`src/rtl/compile_pkg.sv`:
```
// Shared constants for the compile dispatcher: state codes, WIM encodings,
// default engine capability masks and engine index names.
package compile_pkg;

   typedef logic [2:0] state_t;

   localparam state_t S_IDLE   = 3'd0;
   localparam state_t S_ARM    = 3'd1;
   localparam state_t S_LAUNCH = 3'd2;
   localparam state_t S_RUN    = 3'd3;
   localparam state_t S_WRITE  = 3'd4;
   localparam state_t S_FAULT  = 3'd5;

   localparam logic [1:0] WIM_OFF = 2'h0;
   localparam logic [1:0] WIM_WR  = 2'h3;

   // Bit e of each mask describes engine e.
   localparam logic [3:0] STREAM_MASK_DEF = 4'b1110;
   localparam logic [3:0] LDSR_MASK_DEF   = 4'b0101;
   localparam logic [3:0] SCPU_MASK_DEF   = 4'b0010;

   localparam int ENG_VM   = 0;
   localparam int ENG_OC   = 1;
   localparam int ENG_IOAC = 2;

endpackage

```
`src/rtl/compile_watchdog.sv`:
```
// RUN-phase watchdog: counts stalled RUN cycles and flags the cycle that
// reaches TMO_CYC. Only instantiated when COMPILE_WATCHDOG_EN is defined.
module compile_watchdog #(
   parameter int TMO_CYC = 255
) (
   input  logic Clk,
   input  logic Rst,
   input  logic clr,
   input  logic inc,
   output logic expired
);

   localparam int CW = $clog2(TMO_CYC + 1);
   localparam logic [CW-1:0] LAST = CW'(TMO_CYC - 1);

   logic [CW-1:0] cnt;

   always_ff @(posedge Clk) begin
      if (Rst || clr) begin
         cnt <= '0;
      end else if (inc && (cnt != LAST)) begin
         cnt <= cnt + 1'b1;
      end
   end

   // The TMO_CYC-th consecutive RUN cycle is the expiring one.
   assign expired = inc && (cnt == LAST);

endmodule

```
`src/rtl/compile_dispatcher.sv`:
```
// Compile dispatcher: launches one of NUM_ENG engines per request and steers
// the instruction-write path. Optional watchdog under COMPILE_WATCHDOG_EN.
//
// state  | meaning
// IDLE   | waiting for Start; Ready=1
// ARM    | Start seen, waiting for it to fall; engine latched on the fall
// LAUNCH | one-cycle EngStart pulse to the latched engine
// RUN    | engine working; Ready pulse or first GiveIns ends this phase
// WRITE  | streaming instructions while GiveIns stays high
// FAULT  | watchdog expired; held until Start (watchdog builds only)
module compile_dispatcher
   import compile_pkg::*;
#(
   parameter int                   NUM_ENG     = 4,
   parameter int                   SEL_W       = 4,
   parameter int                   WIM_W       = 2,
   parameter logic [WIM_W-1:0]     WIM_WR      = WIM_W'(compile_pkg::WIM_WR),
   parameter logic [NUM_ENG-1:0]   STREAM_MASK = NUM_ENG'(STREAM_MASK_DEF),
   parameter logic [NUM_ENG-1:0]   LDSR_MASK   = NUM_ENG'(LDSR_MASK_DEF),
   parameter logic [NUM_ENG-1:0]   SCPU_MASK   = NUM_ENG'(SCPU_MASK_DEF),
   parameter int                   CNT_W       = 10,
   parameter int                   TMO_CYC     = 255
) (
   input  logic                         Clk,
   input  logic                         Rst,
   input  logic                         Start,
   input  logic [SEL_W-1:0]             Sel,
   input  logic [NUM_ENG-1:0]           EngReady,
   input  logic [NUM_ENG-1:0]           EngGiveIns,
   output logic [NUM_ENG-1:0]           EngStart,
   output logic                         Ready,
   output logic                         Busy,
   output logic                         LdSR,
   output logic [WIM_W-1:0]             WIM,
   output logic                         CLNO,
   output logic                         SCPUIns,
   output logic [$clog2(NUM_ENG)-1:0]   ActEng,
   output logic [CNT_W-1:0]             InsCnt,
   output logic                         Err,
   output logic [2:0]                   State
);

   localparam int AW = $clog2(NUM_ENG);
   localparam logic [SEL_W-1:0] TOP_SEL = SEL_W'(NUM_ENG - 1);
   localparam logic [AW-1:0]    TOP_ENG = AW'(NUM_ENG - 1);

   state_t           state, state_nxt;
   logic [AW-1:0]    act_eng;
   logic [CNT_W-1:0] ins_cnt;
   logic             err;
   logic             give, rdy, strm, wr_cyc, wd_expired;

   assign give   = EngGiveIns[act_eng];
   assign rdy    = EngReady[act_eng];
   assign strm   = STREAM_MASK[act_eng];
   assign wr_cyc = ((state == S_RUN) && strm && give) || ((state == S_WRITE) && give);

`ifdef COMPILE_WATCHDOG_EN
   compile_watchdog #(
      .TMO_CYC (TMO_CYC)
   ) u_watchdog (
      .Clk     (Clk),
      .Rst     (Rst),
      .clr     ((state == S_LAUNCH) || wr_cyc),
      .inc     (state == S_RUN),
      .expired (wd_expired)
   );

   always_ff @(posedge Clk) begin
      if (Rst) begin
         err <= 1'b0;
      end else if ((state == S_RUN) && (state_nxt == S_FAULT)) begin
         err <= 1'b1;
      end else if ((state == S_FAULT) && Start) begin
         err <= 1'b0;
      end
   end
`else
   logic unused_tmo;
   assign unused_tmo = (TMO_CYC == 0);
   assign wd_expired = 1'b0;
   assign err        = 1'b0;
`endif

   always_comb begin
      state_nxt = state;
      case (state)
         S_IDLE:   if (Start) state_nxt = S_ARM;
         S_ARM:    if (!Start) state_nxt = S_LAUNCH;
         S_LAUNCH: state_nxt = S_RUN;
         S_RUN: begin
            // Stream engines finish through WRITE; the others on their Ready pulse.
            if (strm ? give : rdy) begin
               state_nxt = strm ? S_WRITE : S_IDLE;
            end else if (wd_expired) begin
               state_nxt = S_FAULT;
            end
         end
         S_WRITE:  if (!give) state_nxt = S_IDLE;
`ifdef COMPILE_WATCHDOG_EN
         S_FAULT:  if (Start) state_nxt = S_ARM;
`else
         S_FAULT:  state_nxt = S_IDLE;
`endif
         default:  state_nxt = S_IDLE;
      endcase
   end

   always_ff @(posedge Clk) begin
      if (Rst) begin
         state   <= S_IDLE;
         act_eng <= '0;
         ins_cnt <= '0;
      end else begin
         state <= state_nxt;
         if ((state == S_ARM) && !Start) begin
            act_eng <= (Sel >= TOP_SEL) ? TOP_ENG : Sel[AW-1:0];
         end
         if ((state_nxt == S_ARM) && (state != S_ARM)) begin
            ins_cnt <= '0;
         end else if (wr_cyc && (ins_cnt != '1)) begin
            ins_cnt <= ins_cnt + 1'b1;
         end
      end
   end

   always_comb begin
      EngStart = '0;
      if (state == S_LAUNCH) EngStart[act_eng] = 1'b1;
`ifdef COMPILE_WATCHDOG_EN
      Ready = (state == S_IDLE);
`else
      Ready = (state == S_IDLE) || (state == S_FAULT);
`endif
      Busy    = !Ready;
      LdSR    = ((state == S_LAUNCH) || (state == S_RUN)) && LDSR_MASK[act_eng];
      SCPUIns = ((state == S_RUN) || (state == S_WRITE)) && SCPU_MASK[act_eng];
      WIM     = wr_cyc ? WIM_WR : WIM_W'(WIM_OFF);
      CLNO    = wr_cyc;
   end

   assign ActEng = act_eng;
   assign InsCnt = ins_cnt;
   assign Err    = err;
   assign State  = state;

endmodule

```
`config.mk`:
```
export PLATFORM = sky130hd
export DESIGN_NAME = compile_dispatcher
export DESIGN_NICKNAME = d
export VERILOG_FILES = /design/src/rtl/compile_pkg.sv /design/src/rtl/compile_watchdog.sv /design/src/rtl/compile_dispatcher.sv
export SDC_FILE = /design/constraint.sdc
export NUM_CORES = 1
export LEC_CHECK = 0
export CORE_ASPECT_RATIO = 1.4
export CORE_MARGIN = 1.5
export CORE_UTILIZATION = 35
export CTS_BUF_LIST = sky130_fd_sc_hd__clkbuf_16
export DETAILED_ROUTE_END_ITERATION = 7
export PLACE_DENSITY = 0.69
export SLEW_MARGIN = 10
export SYNTH_ARGS = -nofsm -noshare
export SYNTH_HDL_FRONTEND = slang
export SYNTH_SLANG_ARGS = --single-unit
```
`constraint.sdc`:
```
create_clock -name Clk -period 1.7 [get_ports Clk]
set_input_delay 0.425 -clock Clk [delete_from_list [all_inputs] [get_ports Clk]]
set_output_delay 0.425 -clock Clk [all_outputs]
set_load 0.005 [all_outputs]
```
**Yosys cells after proc, flatten, opt, wreduce, memory -nomap -nowiden**

Cells that the tools add are included.

- Register bits: 15
- Latch bits: 0
- Bits in writable memories: 0
- ROM bits: 0
- Output and inout port bits: 27
- Word-level logic and storage cells: 54
- Memories kept: 0

- Add/subtract/negate cells: 1
- $mul: 0
- Divide/modulo/power cells: 0
- Magnitude comparators: 3
- Equal/unequal tests: 8
- Shift operators: 0
- Mux-type cells: 22
- Bitwise operators: 0
- Reductions and logical operators: 17

Operators by type and width:

| cell | number |
|---|---|
| $mux 3 | 5 |
| $pmux 3 s5 | 1 |
| $add 10x1->10 const B | 1 |
| $bmux 1 s2 | 5 |
| $ne 10x10->1 const B | 1 |
| $logic_and 1x1->1 | 9 |
| $mux 1 | 7 |
| $eq 3x1->1 const B | 2 |
| $eq 3x2->1 const B | 2 |
| $eq 3x3->1 const B | 2 |
| $ge 4x2->1 const B | 1 |
| $logic_or 1x1->1 | 4 |
| $mux 2 | 2 |
| $mux 4 | 1 |
| $logic_not 3->1 | 1 |
| $lt 2x3->1 const B | 1 |
| $ne 3x1->1 const B | 1 |
| $demux 1 s2 | 1 |
| $ge 2x1->1 const B | 1 |
| $logic_not 1->1 | 2 |
| $reduce_or 2->1 | 1 |

**Depth between registers and ports, before layout**

- Depth in word-level cells: 8
- Gate-level depth with buffers: 7
- Depth with buffers taken out: 5

**Worst setup path after synthesis**

Ideal clock, no wire load.

- Path kind: register -> output
- Start point: register act_eng[0] (netlist: ActEng[0])
- End point: output WIM[0]
- Arrival time: 1.375 ns
- Required time: 1.275 ns
- Path slack: -0.100 ns
- Stages on the path, launching flop included: 5
- Buffers on the path: 2
- Cells stage by stage: dfxtp_1 -> buf_2 -> mux4_2 -> and2_1 -> buf_4

- Longest elaborated chain between the ends: 6
- Elaborated cells between the ends (all ways): 9
- Those cells by class: mux (5); reduce/logical (4)

Ends and longest elaborated chain:

| item | RTL line | source |
|---|---|---|
| from (decl) | compile_dispatcher.sv:48 | `logic [AW-1:0] act_eng;` |
| from (signal assigned) | compile_dispatcher.sv:117 | `act_eng <= (Sel >= TOP_SEL) ? TOP_ENG : Sel[AW-1:0];` |
| $bmux 1 s2 | compile_dispatcher.sv:55 | `assign strm = STREAM_MASK[act_eng];` |
| $mux 1 (implied by the code) | compile_dispatcher.sv:55 |  |
| $logic_and 1x1->1 (2 in a row) | compile_dispatcher.sv:56 | `assign wr_cyc = ((state == S_RUN) && strm && give) \|\| ((state == S_WRITE) && give);` |
| $logic_or 1x1->1 * | compile_dispatcher.sv:56 |  |
| via CLNO | compile_dispatcher.sv:35 | `output logic CLNO,` |
| $mux 2 * | compile_dispatcher.sv:138 | `WIM = wr_cyc ? WIM_WR : WIM_W'(WIM_OFF);` |
| to (decl) | compile_dispatcher.sv:34 | `output logic [WIM_W-1:0] WIM,` |

The timed path passes the listed nets; every way through them passes the cells marked *. The select of a mux whose other input is x is not followed.

**Worst setup path in the final report**

- Start point: register act_eng[0] (netlist: ActEng[0])
- End point: output WIM[0]

- Longest elaborated chain between the ends: 6
- Elaborated cells between the ends (all ways): 9
- Those cells by class: mux (5); reduce/logical (4)

Ends and longest elaborated chain:

| item | RTL line |
|---|---|
| $bmux 1 s2 | compile_dispatcher.sv:55 |
| $mux 1 (implied by the code) | compile_dispatcher.sv:55 |
| $logic_and 1x1->1 (2 in a row) | compile_dispatcher.sv:56 |
| $logic_or 1x1->1 * | compile_dispatcher.sv:56 |
| $mux 2 * | compile_dispatcher.sv:138 |

Every way passes the cells marked *; elsewhere a longest branch is shown, timed or not. The select of a mux whose other input is x is not followed.

==> flow_summary.json <==
{
  "outcome": "complete, but fails checks",
  "hold_violations": 0,
  "netlist.area_leader.share_pct": 33.95,
  "drive_gt1_share_pct": 38.18,
  "swShare_pct": 22.30,
  "power_uw": 990.9,
  "coreArea_um2": 2391,
  "hold_class": "flip-flop to flip-flop",
  "fin_nets": 182,
  "synth_cell_types": 37,
  "die_area_um2": 2842,
  "syn_avg_cell_area_um2": 8.267,
  "violations": "setup timing",
  "antenna_found_initial": 0,
  "vias": 1038,
  "p_comb_share_pct": 17.5,
  "cp-startpoint": "ActEng[0]",
  "globalplace.congestion": 0.8478,
  "diodes": 0,
  "path_max_fanout": 4,
  "grt_pass1_vias": 1114,
  "syn_area_um2": 884.6,
  "utilization_pct": 66.30,
  "numCtsBuffers": 3,
  "start_util_pct": 37.00,
  "worst-setup-path-type": "flip-flop to output pin",
  "yosys-top-cells-area": "dfxtp_1 (34%), mux4_2 (5.1%), nor2_1 (5.1%)",
  "synth_area_leader_cell": "dfxtp_1",
  "critPathRequiredTime_ns": 1.27,
  "syn_inst": 107,
  "dp_hpwl_um": 2081,
  "min-delay-start": "InsCnt[5]",
  "fp-row-count": 21,
  "dr.pass1.iters": 4,
  "io-pin-count": 42,
  "area_delta_synth_final_pct": 79.21,
  "p_leak_nw": 0.6220,
  "drc": 0,
  "syn_nets": 123,
  "rsz0062_at_grt": "yes",
  "wire_per_inst_um": 14.43,
  "synth-edff-count": 0,
  "drtIter0Drc": 13,
  "fp.dieH_um": 62.49,
  "cts_root_buf": "clkbuf_16",
  "power.internal_uw": 769.9,
  "power_density_nw_per_um2": 625.0,
  "final-setup-viol-count": 10,
  "placed_area_um2": 1406,
  "ys_seq_elements": 15,
  "pwr-share-seq_pct": 37.0,
  "viasPerCell": 5.216,
  "clk_latency_ns": 0.25,
  "hold_ws_ns": 0.5125,
  "cp-end-kind": "output pin",
  "clk_pin_slew_ns": 0.05,
  "fmax_ghz": 0.5533,
  "fin_skew_ns": 0.004149,
  "switchingPower_uw": 220.9,
  "vdd_drop_max_mv": 0.5431,
  "yosysWarningCount": 0,
  "worst_slack_ns": -0.1073,
  "cts_tree": "yes",
  "start_kind": "flip-flop",
  "grt_max_degree": 11,
  "io_buffers": 37,
  "grt_pass1_wl_um": 4767,
  "cts.sinks": 15,
  "grt_use_total_pct": 22.76,
  "final_area_um2": 1585,
  "chipWidth_um": 45.49,
  "clkPwrFrac_pct": 45.5,
  "cts_hold_buf": 0,
  "async_reset_ff_share_pct": 0,
  "slew_violations": 0,
  "cap_violations": 0,
  "synth-main-ff-cell": "dfxtp_1",
  "reg2reg_from": "State[0]",
  "worst_ep_arrival_time_ns": 1.38,
  "layout_min_cycle_time_ns": 1.807,
  "fin_crit_sh_pct": 106.3,
  "grt-ovfl-total": 0,
  "cts_buffer_depth": 2,
  "routed_wl_um": 2871,
  "ys_seq_area_share_pct": 33.95,
  "ant_nets": 0,
  "htreeDepth": 1
}
[kinds of logic (layout without fill, tap and decap cells)]
logic type	Yosys count	after routing	synth area share, %
muxes	2	2	5.092
DFF	15	15	33.95
AOI/OAI and AO/OA	25	26	20.08
xor gates and xnor gates	1	1	0.9903
and+or+nand+nor	50	50	30.41
other	1	1	0.4239
adders and majority gates	1	1	1.414
buffers and inverters	12	69	7.636
[per-stage QoR]
step | std cells | setup WS (ns) | TNS (ns)
2_1_floorplan | 107 | 0.004735 | 0
3_3_place_gp | 191 | -0.6403 | -6.107
3_5_place_dp | 191 | -0.6685 | -6.965
4_1_cts | 198 | -0.1088 | -0.6609
5_1_grt | 199 | -0.1398 | -1.299
6_report | 199 | -0.1073 | -0.7268
[power by group through the flow]
stage / registers [mW] / logic (mW) / clock network (mW)
after floorplan: 0.371 / 0.0670 / 0
after global placement: 0.372 / 0.153 / 0
after detailed placement: 0.372 / 0.157 / 0
after CTS: 0.367 / 0.164 / 0.456
after global routing: 0.368 / 0.188 / 0.466
final: 0.367 / 0.173 / 0.451
[critical path, stage by stage (launching register included)]
cell and delay [ns]:
dfxtp_2 0.34, mux4_2 0.51, and2_4 0.18, buf_6 0.11
[worst paths after layout]
check	end	slack [ns]	cells after the start
setup / recovery	WIM[0]	-0.11	3
hold / removal	InsCnt[5]	0.51	2
setup reg to reg	InsCnt[9]	-0.09	6
hold reg to reg	InsCnt[5]	0.51	2
[layout make-up]
type / instances / area (um^2)
flip-flops and latches: 15 / 307.8
clock inverters: 1 / 3.754
multi-input cells: 81 / 584.3
repair buffers: 61 / 554.3
well taps: 34 / 42.54
clock buffers: 3 / 75.07
fillers: 195 / 805.8
inverters: 4 / 17.52
[layout by cell type, fill, tap and decap left out, drive strengths merged]
cell type / netlist / routed
buf: 7 / 30
clkdlybuf4s50: 0 / 21
dfxtp: 15 / 15
nor2: 12 / 12
nand2: 8 / 8
a21oi: 8 / 8
o21ai: 7 / 7
clkbuf: 1 / 6
inv: 4 / 5
clkdlybuf4s15: 0 / 5
nand3: 4 / 4
or3: 4 / 4
nor3: 4 / 4
or4: 4 / 4
o211ai: 3 / 4
nand4: 3 / 3
mux4: 2 / 2
a211oi: 2 / 2
o31ai: 2 / 2
dlygate4sd2: 0 / 2
and2: 2 / 2
nand2b: 1 / 1
nor4: 1 / 1
nand3b: 1 / 1
or3b: 1 / 1
nor2b: 1 / 1
and3: 1 / 1
and4: 1 / 1
a31o: 1 / 1
and3b: 1 / 1
a31oi: 1 / 1
xor2: 1 / 1
a311o: 1 / 1
or2: 1 / 1
ha: 1 / 1
conb: 1 / 1
[per-layer routing]
metal	track usage (%)	routed length (um)	vias up	part of all wire [%]
met1	20.83	1020	477	36
met4	12.50	106	0	3.7
li1	-	-	508	-
met2	42.61	1556	42	54
met3	4.335	188	11	6.5
met5	0	0	-	0
[synthesized netlist by cell type (3+ instances only)]
cell type	count
dfxtp_1	15
nor2_1	12
a21oi_1	8
nand2_1	8
o21ai_0	6
inv_1	4
nand3_1	4
nor3_1	4
or3_1	4
or4_1	4
buf_2	3
buf_4	3
nand4_1	3
[registers in the layout (all words and copies together), names as in the netlist]
signal and cells:
InsCnt 10, ActEng 2, State 3
[what timing repair did]
action | in CTS | in global routing
gates cloned | 1 | 0
setup buffers | 2 | 1
setup endpoints to repair | 24 | 20
resized for setup | 59 | 17
pin swaps | 3 | 4
Note: power is estimated with default switching activity, not from simulation.
